$ cat src/rtl/clock_div_ctrl_if.sv
// Control/status bundle between the divider controller and its user:
// run request, divisor handshake, and the divided clock outputs.
interface clock_div_ctrl_if #(
    parameter int unsigned CNT_W = 32
);
    logic             en;
    logic             cfg_valid;
    logic [CNT_W-1:0] cfg_div;
    logic             cfg_ready;
    logic             clk_out;
    logic             tick;
    logic             active;
    logic [CNT_W-1:0] div_cur;

    modport master (
        output en, cfg_valid, cfg_div,
        input  cfg_ready, clk_out, tick, active, div_cur
    );

    modport slave (
        input  en, cfg_valid, cfg_div,
        output cfg_ready, clk_out, tick, active, div_cur
    );
endinterface

$ cat src/rtl/clock_div_ctrl.sv
// Run-time controller for the clock divider: one prescaler counter, glitch-free
// start/stop sequencing, and divisor updates applied only at half-period boundaries.
module clock_div_ctrl #(
    parameter int unsigned CNT_W       = 32,
    parameter int unsigned DEFAULT_DIV = 10
) (
    input logic             clk,
    input logic             rst,
    clock_div_ctrl_if.slave bus
);

    typedef enum logic [1:0] {
        ST_OFF      = 2'd0,
        ST_RUN      = 2'd1,
        ST_STOPPING = 2'd2
    } state_t;

    localparam logic [CNT_W-1:0] DIV_RST = CNT_W'(DEFAULT_DIV);

    state_t           state_r,     state_s;
    logic [CNT_W-1:0] counter_r,   counter_s;
    logic             clk_out_r,   clk_out_s;
    logic             tick_r,      tick_s;
    logic             active_r,    active_s;
    logic             cfg_ready_r, cfg_ready_s;
    logic [CNT_W-1:0] div_cur_r,   div_cur_s;
    logic [CNT_W-1:0] pend_r,      pend_s;
    logic             hs_s;
    logic             tc_s;

    // Register all controller state; reset drops everything with no drain phase.
    always_ff @(posedge clk or posedge rst) begin
        if (rst) begin
            state_r     <= ST_OFF;
            counter_r   <= '0;
            clk_out_r   <= 1'b1;
            tick_r      <= 1'b0;
            active_r    <= 1'b0;
            cfg_ready_r <= 1'b1;
            div_cur_r   <= DIV_RST;
            pend_r      <= '0;
        end else begin
            state_r     <= state_s;
            counter_r   <= counter_s;
            clk_out_r   <= clk_out_s;
            tick_r      <= tick_s;
            active_r    <= active_s;
            cfg_ready_r <= cfg_ready_s;
            div_cur_r   <= div_cur_s;
            pend_r      <= pend_s;
        end
    end

    // Next-state and next-output logic for the OFF/RUN/STOPPING sequencer.
    always_comb begin
        state_s     = state_r;
        counter_s   = counter_r;
        clk_out_s   = clk_out_r;
        tick_s      = 1'b0;
        cfg_ready_s = cfg_ready_r;
        div_cur_s   = div_cur_r;
        pend_s      = pend_r;
        hs_s        = bus.cfg_valid & cfg_ready_r;
        tc_s        = (counter_r == div_cur_r);

        case (state_r)
            ST_OFF: begin
                counter_s   = '0;
                clk_out_s   = 1'b1;
                cfg_ready_s = 1'b1;
                // While stopped there is no boundary to wait for.
                if (hs_s) begin
                    div_cur_s = bus.cfg_div;
                end else begin
                    div_cur_s = div_cur_r;
                end
                if (bus.en) begin
                    state_s = ST_RUN;
                end else begin
                    state_s = ST_OFF;
                end
            end

            ST_RUN, ST_STOPPING: begin
                if (tc_s) begin
                    counter_s = '0;
                    clk_out_s = ~clk_out_r;
                    tick_s    = 1'b1;
                    // A low cfg_ready while running means a divisor is pending.
                    if (!cfg_ready_r) begin
                        div_cur_s   = pend_r;
                        cfg_ready_s = 1'b1;
                    end else begin
                        div_cur_s   = div_cur_r;
                    end
                end else begin
                    counter_s = counter_r + CNT_W'(1);
                end

                // hs_s needs cfg_ready high, so it never collides with an apply.
                if (hs_s) begin
                    pend_s      = bus.cfg_div;
                    cfg_ready_s = 1'b0;
                end else begin
                    pend_s      = pend_r;
                end

                if (bus.en) begin
                    state_s = ST_RUN;
                end else if (state_r == ST_RUN) begin
                    state_s = ST_STOPPING;
                end else if (tc_s && !clk_out_r) begin
                    state_s = ST_OFF;
                end else begin
                    state_s = ST_STOPPING;
                end
            end

            default: begin
                state_s     = ST_OFF;
                counter_s   = '0;
                clk_out_s   = 1'b1;
                cfg_ready_s = 1'b1;
            end
        endcase

        active_s = (state_s != ST_OFF);
    end

    assign bus.cfg_ready = cfg_ready_r;
    assign bus.clk_out   = clk_out_r;
    assign bus.tick      = tick_r;
    assign bus.active    = active_r;
    assign bus.div_cur   = div_cur_r;

endmodule

$ cat src/flat_wrapper.sv
// flat-port wrapper written by rule: the top's interface ports become plain ports
module clock_div_ctrl_flat 
#(
    parameter int unsigned CNT_W       = 32,
    parameter int unsigned DEFAULT_DIV = 10
)
  (clk, rst, bus_en, bus_cfg_valid, bus_cfg_div, bus_cfg_ready, bus_clk_out, bus_tick, bus_active, bus_div_cur);
  clock_div_ctrl_if #(.CNT_W(CNT_W)) bus_i ();
  input logic clk;
  input logic rst;
  input wire logic [$bits(bus_i.en)-1:0] bus_en;
  input wire logic [$bits(bus_i.cfg_valid)-1:0] bus_cfg_valid;
  input wire logic [$bits(bus_i.cfg_div)-1:0] bus_cfg_div;
  output wire logic [$bits(bus_i.cfg_ready)-1:0] bus_cfg_ready;
  output wire logic [$bits(bus_i.clk_out)-1:0] bus_clk_out;
  output wire logic [$bits(bus_i.tick)-1:0] bus_tick;
  output wire logic [$bits(bus_i.active)-1:0] bus_active;
  output wire logic [$bits(bus_i.div_cur)-1:0] bus_div_cur;
  assign bus_i.en = bus_en;
  assign bus_i.cfg_valid = bus_cfg_valid;
  assign bus_i.cfg_div = bus_cfg_div;
  assign bus_cfg_ready = bus_i.cfg_ready;
  assign bus_clk_out = bus_i.clk_out;
  assign bus_tick = bus_i.tick;
  assign bus_active = bus_i.active;
  assign bus_div_cur = bus_i.div_cur;
  clock_div_ctrl #(.CNT_W(CNT_W), .DEFAULT_DIV(DEFAULT_DIV)) u_core (.clk(clk), .rst(rst), .bus(bus_i));
endmodule
$ cat config.mk
export PLATFORM = sky130hd
export DESIGN_NAME = clock_div_ctrl_flat
export DESIGN_NICKNAME = d
export VERILOG_FILES = /design/src/rtl/clock_div_ctrl_if.sv /design/src/rtl/clock_div_ctrl.sv /design/src/flat_wrapper.sv
export SDC_FILE = /design/constraint.sdc
export NUM_CORES = 1
export LEC_CHECK = 0
export BUFFER_PORTS_ARGS = -buffer_cell sky130_fd_sc_hd__buf_4
export CAP_MARGIN = 0
export CORE_MARGIN = 1.5
export CORE_UTILIZATION = 58
export DETAILED_ROUTE_END_ITERATION = 7
export HOLD_SLACK_MARGIN = 0.15
export MAX_ROUTING_LAYER = met4
export PLACE_DENSITY = 0.84
export SYNTH_ARGS = -nofsm -noshare
export SYNTH_HDL_FRONTEND = slang
export SYNTH_SLANG_ARGS = --single-unit
export TNS_END_PERCENT = 5
$ cat constraint.sdc
create_clock -name clk -period 4.4 [get_ports clk]
set_clock_uncertainty 0.2 [all_clocks]
set_input_delay 0.88 -clock clk [delete_from_list [all_inputs] [get_ports clk]]
set_output_delay 0.88 -clock clk [all_outputs]
set_load 0.02 [all_outputs]
# Word-level counts from Yosys, hierarchy flattened
# Cells that the tools add are included.
[totals]
ram_bits = 0
n_memories = 0
latch_bits = 0
mem_bits_ro = 0
reg_bits = 102
[classes]
eq_ne = 7
addsub = 1
shift = 0
n_mul = 0
n_div = 0
muxes = 18
reduce_logical = 8
magnitude_cmp = 0
n_bitwise = 2
[op_table]
columns = ["operator", "n"]
rows = [
  ["$mux W32", 5],
  ["$pmux W32 S2", 1],
  ["$add A32 B1 Y32 const B", 1],
  ["$eq A32 B32 Y1", 1],
  ["$mux W1", 8],
  ["$mux W2", 3],
  ["$ne A2 B1 Y1 const B", 2],
  ["$pmux W2 S2", 1],
  ["$reduce_and A4 Y1", 1],
  ["$reduce_bool A2 Y1", 2],
  ["$ne A3 B1 Y1 const B", 1],
  ["$eq A2 B1 Y1 const B", 1],
  ["$eq A2 B2 Y1 const B", 1],
  ["$logic_not A2 Y1", 1],
  ["$ne A2 B2 Y1 const B", 1],
  ["$reduce_and A2 Y1", 1],
  ["$reduce_or A2 Y1", 1],
  ["$and A1 B1 Y1", 1],
  ["$logic_and A1 B1 Y1", 1],
  ["$logic_not A1 Y1", 1],
  ["$not A1 Y1", 1],
]

# Logic depth before layout (Yosys ltp)
# Gate-level depths: netlist of run 1.
[logic_depth]
word_depth = 7
mapped_depth = 8

# Least setup slack after synthesis of run 1
# OpenSTA, ideal clock, no wires.
[synth_path]
path_type = "input to register"
start = "input bus_cfg_valid"
end = "register u_core.div_cur_r[31], in the netlist u_core.bus.div_cur[31]"
setup_ps = 124
setup_slack_ps = 1971
n_path_buf = 1
path_stages = 6
arrival_time_ps = 2105
cell_sequence = "nand2_1 > a221oi_1 > clkbuf_1 > nand3b_1 > nor3_1 > nor3_1"
[synth_via]
elab_chain_cells = 3
[synth_lines]
columns = ["element", "line", "text"]
rows = [
  ["start, declared", "flat_wrapper.sv:12", "input wire logic [$bits(bus_i.cfg_valid)-1:0] bus_cfg_valid;"],
  ["$and A1 B1 Y1", "clock_div_ctrl.sv:63", "hs_s = bus.cfg_valid & cfg_ready_r;"],
  ["$ne A2 B1 Y1 (no line)", "n/a", ""],
  ["$reduce_and A4 Y1 (no line)", "n/a", ""],
  ["end signal, assigned", "clock_div_ctrl.sv:49", "div_cur_r <= div_cur_s;"],
  ["end, declared", "clock_div_ctrl.sv:26", "logic [CNT_W-1:0] div_cur_r, div_cur_s;"],
]
# Every way passes these cells.
# A chain may end at the register's enable or synchronous reset.

# Final worst setup path of run 1
[layout_path]
start = "register u_core.div_cur_r[6], in the netlist u_core.bus.div_cur[6]"
end = "register u_core.div_cur_r[30], in the netlist u_core.bus.div_cur[30]"
[layout_via]
elab_chain_cells = 3
[layout_lines]
columns = ["element", "line", "text"]
rows = [
  ["$eq A32 B32 Y1", "clock_div_ctrl.sv:64", "tc_s = (counter_r == div_cur_r);"],
  ["$ne A2 B1 Y1 (no line)", "n/a", ""],
  ["$reduce_and A4 Y1 (no line)", "n/a", ""],
]
# Every way passes these cells.

==> run metrics, run 1 <==
status=completed; mean post-synth cell area=9.83 um^2; antenna violations before repair=0; ANT nets after route=0; Arrival @ worst endpoint=3.05 ns; Initial DRC Count=378; register area share after synthesis=0.463; Post-CTS Hold Buffers=0; Max-Slew Margin vs Limit=0.375; PortBufs=71; design area=0.00634 mm^2; Vias=4496; Reg clk slew, reported paths=0.12 ns; PostCTS Resize Cnt=0; FILL cells=703; top post-synthesis cells by area=dfrtp_1, mux2_2, xor2_1, xnor2_1, a21oi_1; Leak=2.70 nW; kind of cell adding the most delay to the critical path=simple AND/OR/NAND/NOR gates; Final Max Slew Viols=0; Die Y=101 um; WP data required=4.49 ns; max cap viols=0; Synth top area share=0.444; row count=35; CP max FO=24; Post-Syn Instances=562; first-pass GRT wire length=23.0 mm; cell accounting for the most synthesized area=dfrtp_1; clock buffer count from CTS=9; Longest Clk Path Bufs=2; Critical Path Max Stage Delay=0.90 ns; Post-DP Area=0.00615 mm^2; CP Launch Type=flop; Overflow after GRT=0; yosys synthesis warning count=0; FF+latch count, synth=102; Hold WC Path Type=flop to flop; RSZ-0062 raised after global routing=false; io pins=72; VDD IR max=0.00110 V; postcts setup bufs=0; Period minus WS final=2.96 ns; clock latency on the worst-skew pair=0.38 ns; ANT cells=0; Die ar.=0.0101 mm^2; Fmax=0.337 GHz; final setup fails=0; syn nets=602; Pre-antenna DRT Iters=6; library cells used by synthesis=38; Crit Path Class=flop to flop; P&R area growth vs syn=14.7%; Tcrit/Tclk final=0.674; Remaining DRCs=0; HPWL after detailed placement=9.73 mm; Setup TNS=0 ns; starting density of the core=0.598; CP Buf/Inv Count=1; final WL=14.2 mm; CP Capture Type=flop; largest net degree at the start of global routing=67; layout cell share with drive strength beyond 1=0.241; PD cells=747 mW/mm^2; number of global-route vias before repair=4394; critical path cell sequence=xor2_1 -> nor4_1 -> and4_1 -> buf_4 -> a21oi_1 -> nor3_1; Max H-tree Level=3; Die X-Extent=101 um; Sink Count=102; GP Congestion=0.923; core area=0.00924 mm^2; final hold violations=0; Least-Margin Pin Slew=0.938 ns; clock root buffer master=clkbuf_8; drt via density=6.03; overall global routing resource usage=0.302; CTS tree=built; Routed WL per cell=19.0 um; critical path's slowest cell=and4_1; final net count=652; mapped cell area=0.00553 mm^2
final timing paths:
check | start | endpoint | slack [ns] | cells past startpoint
worst max-delay path | u_core.bus.div_cur[6] | u_core.bus.div_cur[30] | 1.44 | 6
worst min-delay path | u_core.pend_r[31] | u_core.pend_r[31] | 0.30 | 1
worst max register to register | u_core.bus.div_cur[6] | u_core.bus.div_cur[30] | 1.44 | 6
worst min register to register | u_core.pend_r[31] | u_core.pend_r[31] | 0.30 | 1
max in group asynchronous | rst | u_core.bus.cfg_ready | 2.73 | 3
min in group asynchronous | rst | u_core.pend_r[28] | 0.41 | 2
state kept, by name (all words and copies together) (netlist names):
| signal | count |
|---|---|
| u_core.counter_r | 32 |
| u_core.bus.div_cur | 32 |
| u_core.bus.active | 1 |
| u_core.state_r | 2 |
| u_core.bus.cfg_ready | 1 |
| u_core.bus.clk_out | 1 |
| u_core.pend_r | 32 |
| u_core.bus.tick | 1 |
cells by family after synthesis:
family	synth area share
AOI/OAI and AO/OA	0.0774
buffers and inverters	0.0398
DFF	0.463
adders and majority gates	0.00906
and+or+nand+nor	0.247
muxes	0.0652
xor gates and xnor gates	0.0983
Yosys cell counts (all sizes together):
cell and instances:
nor4b 2, or4 1, nor2 43, mux2 32
and4 5, a21oi 32, nand3 29, inv 8
and3 22, or2 2, a221o 1, o22ai 12
a31oi 1, clkbuf 37, buf 7, xor2 41
o211ai 20, nand2 33, nand3b 13, or3 1
nor3b 21, nor3 31, o21a 1, xnor2 21
dfrtp 98, a221oi 1, nor4 15, nand2b 13
nand4 9, o21ai 2, ha 4, dfstp 4
where the power goes:
group | internal, mW | leakage, nW | switching (mW)
sequential | 1.30 | 1.26 | 0.352
combinational | 1.03 | 1.35 | 1.45
clock | 0.220 | 0.0924 | 0.371
total | 2.56 | 2.70 | 2.18
routing by layer:
| layer | up-vias | GRT usage | routed length [um] |
|---|---|---|---|
| met5 | - | - | 0 |
| met4 | 0 | 0.0737 | 256 |
| met3 | 21 | 0.0492 | 836 |
| met2 | 178 | 0.466 | 6890 |
| met1 | 2217 | 0.421 | 6180 |
| li1 | 2080 | - | - |
metrics by stage:
stage               power [mW]  hold WS, ns  std cells  utilization  setup slack [ns]
floorplan                 3.34        0.270        562            -             0.651
global placement          4.03        0.278        730        0.665              1.62
detailed placement        4.12        0.284        730        0.665              1.52
CTS                       4.71        0.307        746        0.686              1.47
global route              5.04        0.324        746        0.686              1.27
finish                    4.74        0.305        746        0.686              1.44
placed cells by master, fill, tap and decap left out, types with 8 or more instances in the layout:
cell type | netlist | final
dfrtp_1 | 98 | 98
buf_4 | 0 | 83
nor2_1 | 42 | 42
xor2_1 | 41 | 41
nand2_1 | 33 | 33
mux2_2 | 32 | 32
a21oi_1 | 32 | 32
nor3_1 | 31 | 31
nand3_1 | 29 | 29
and3_1 | 22 | 22
nor3b_1 | 21 | 21
xnor2_1 | 21 | 21
o211ai_1 | 20 | 20
nand2b_1 | 13 | 13
nand3b_1 | 13 | 13
nor4_1 | 12 | 12
o22ai_1 | 12 | 12
clkbuf_8 | 0 | 9
nand4_1 | 8 | 8
final cells by class:
| type | count | area, um^2 | area share |
|---|---|---|---|
| Timing Repair Buffer | 83 | 623 | 0.0983 |
| Multi-Input combinational cell | 408 | 2770 | 0.437 |
| Clock buffer | 9 | 124 | 0.0195 |
| Tap cell | 129 | 161 | 0.0255 |
| Clock inverter | 7 | 67.6 | 0.0107 |
| Inverter | 8 | 32.5 | 0.00513 |
| Sequential cell | 102 | 2560 | 0.403 |
No activity file was read; power rests on OpenSTA's default activity.
==> run 2, diff against run 1 <==
Clock period 4.4 ns to 2.8 ns, I/O delays scaled along.
==> run metrics, run 2 (same netlist as run 1, synthesis figures left out) <==
Reg clk slew, reported paths=0.11 ns (about the same); Hold WC Path Type=primary input to asynchronous set/reset pin; PostCTS Resize Cnt=0 (unchanged); first-pass GRT wire length=22.8 mm (-0.78%); Max H-tree Level=3 (unchanged); largest net degree at the start of global routing=103 (+54%); final WL=14.0 mm (-1.4%); PortBufs=71 (unchanged); clock latency on the worst-skew pair=0.39 ns (about the same); RSZ-0062 raised after global routing=false; FF/Latch Area=0.00256 mm^2 (unchanged); Least-Margin Pin Slew=0.541 ns (-0.396 ns); most common cell after layout, fill and taps aside=dfrtp_1; clock root buffer master=clkbuf_8; met2 wire length=6.60 mm (-4.2%); core area=0.00924 mm^2 (unchanged); power consumption=7.52 mW (+59%); CP Capture Type=flop; ANT cells=0 (unchanged); final setup fails=0 (unchanged); Longest Clk Path Bufs=2 (unchanged); WP data required=2.89 ns (-1.60 ns); final net count=657 (+0.77%); met3 WL=1.07 mm (+28%); CP max FO=13 (-46%); final hold violations=0 (unchanged); Routed WL per cell=18.6 um (-2.1%); top routing layer used=met4; PD cells=1180 mW/mm^2 (+57%); Final Non-Filler Cells=751 (+0.67%); Overflow after GRT=0 (unchanged); Period minus WS final=2.42 ns (-0.547 ns); clock buffer count from CTS=9 (unchanged); Crit Path Class=flop to flop; Max-Slew Margin vs Limit=0.639 (+0.264); max cap viols=0 (unchanged); Post-DP Area=0.00620 mm^2 (+0.83%); P&R area growth vs syn=15.7%; Sink Count=102 (unchanged); HPWL after detailed placement=9.37 mm (-3.6%); layout cell share with drive strength beyond 1=0.248 (+0.00610); VDD IR max=0.00136 V (+23%); number of global-route vias before repair=4422 (+0.64%); Die ar.=0.0101 mm^2 (unchanged); Pre-antenna DRT Iters=5 (-1); design area=0.00640 mm^2 (+0.91%); CP Launch Type=flop; FILL cells=701 (-0.28%); Post-CTS Hold Buffers=0 (unchanged); postcts setup bufs=0 (unchanged); Tcrit/Tclk final=0.863 (+0.190); antenna violations before repair=0 (unchanged); Die Y=101 um (unchanged); overall global routing resource usage=0.300 (-0.00218); Die X-Extent=101 um (unchanged); Arrival @ worst endpoint=2.50 ns (-0.55 ns); Initial DRC Count=475 (+26%); Leak=2.74 nW (+1.3%); drt via density=6.11 (+1.4%); Final Max Slew Viols=0 (unchanged); metal1 wirelength=6.04 mm (-2.3%); CTS tree=built; ANT nets after route=0 (unchanged); Remaining DRCs=0 (unchanged); Fmax=0.414 GHz (+23%); status=completed; starting density of the core=0.598 (unchanged); row count=35 (unchanged); area taken by multi-input logic gates=0.00277 mm^2 (unchanged); io pins=72 (unchanged); most frequent cells in the layout=dfrtp_1, buf_4, nor2_1; GP Congestion=0.870 (-5.7%); Vias=4588 (+2.0%); Setup TNS=0 ns (unchanged); post-placement cell count=735 (+0.68%)
==> run 2: cell count changes in the layout (fill, tap and decap cells not counted) <==
cell,before,now
buf_4,83,87
clkinv_4,0,2
buf_12,0,1
clkinv_2,1,0
clkinvlp_4,2,1
inv_4,1,0
inv_6,1,2
==> run 2: worst max-delay path, stage by stage (launching register included) <==
cell     delay (ns)
dfrtp_1        0.47
xor2_1         0.21
nor4_1         0.34
and4_1         0.51
buf_4          0.28
a21oi_1        0.08
nor3_1         0.22
==> run 2: metal layers <==
metal | track usage | vias to the layer above
li1 | - | 2092
met1 | 0.423 | 2261
met2 | 0.448 | 206
met3 | 0.0485 | 29
met4 | 0.0943 | 0
met5 | - | -
==> run 2: path summary, 6_finish.rpt <==
kind / startpoint / endpoint / slack (ns) / cells past startpoint
worst min-delay path: rst / u_core.pend_r[28] / 0.13 / 3
worst min register to register: u_core.pend_r[19] / u_core.pend_r[19] / 0.31 / 1
min in group clk: bus_cfg_div[0] / u_core.pend_r[0] / 0.20 / 2
worst max-delay path: u_core.bus.div_cur[12] / u_core.bus.div_cur[20] / 0.38 / 6
max in group asynchronous: rst / u_core.bus.div_cur[17] / 1.88 / 3
worst max register to register: u_core.bus.div_cur[12] / u_core.bus.div_cur[20] / 0.38 / 6
==> run 2: cell type report <==
class | instances | area share
well taps | 129 | 0.0252
inverters | 8 | 0.00528
flip-flops and latches | 102 | 0.400
repair buffers | 88 | 0.105
clock buffers | 9 | 0.0194
multi-input cells | 408 | 0.433
clock inverters | 7 | 0.0115
==> run 2: power breakdown <==
part | switching (mW) | internal (mW)
combinational | 2.32 | 1.68
sequential | 0.537 | 2.05
clock | 0.586 | 0.353
total | 3.44 | 4.08
==> run 2: stage by stage <==
stage / util / hold WS [ns] / worst slack, ns
floorplan: - / 0.270 / 0.575
global placement: 0.671 / 0.278 / 0.504
detailed placement: 0.671 / 0.284 / 0.449
CTS: 0.692 / 0.156 / 0.414
global route: 0.692 / 0.173 / 0.228
finish: 0.692 / 0.129 / 0.382
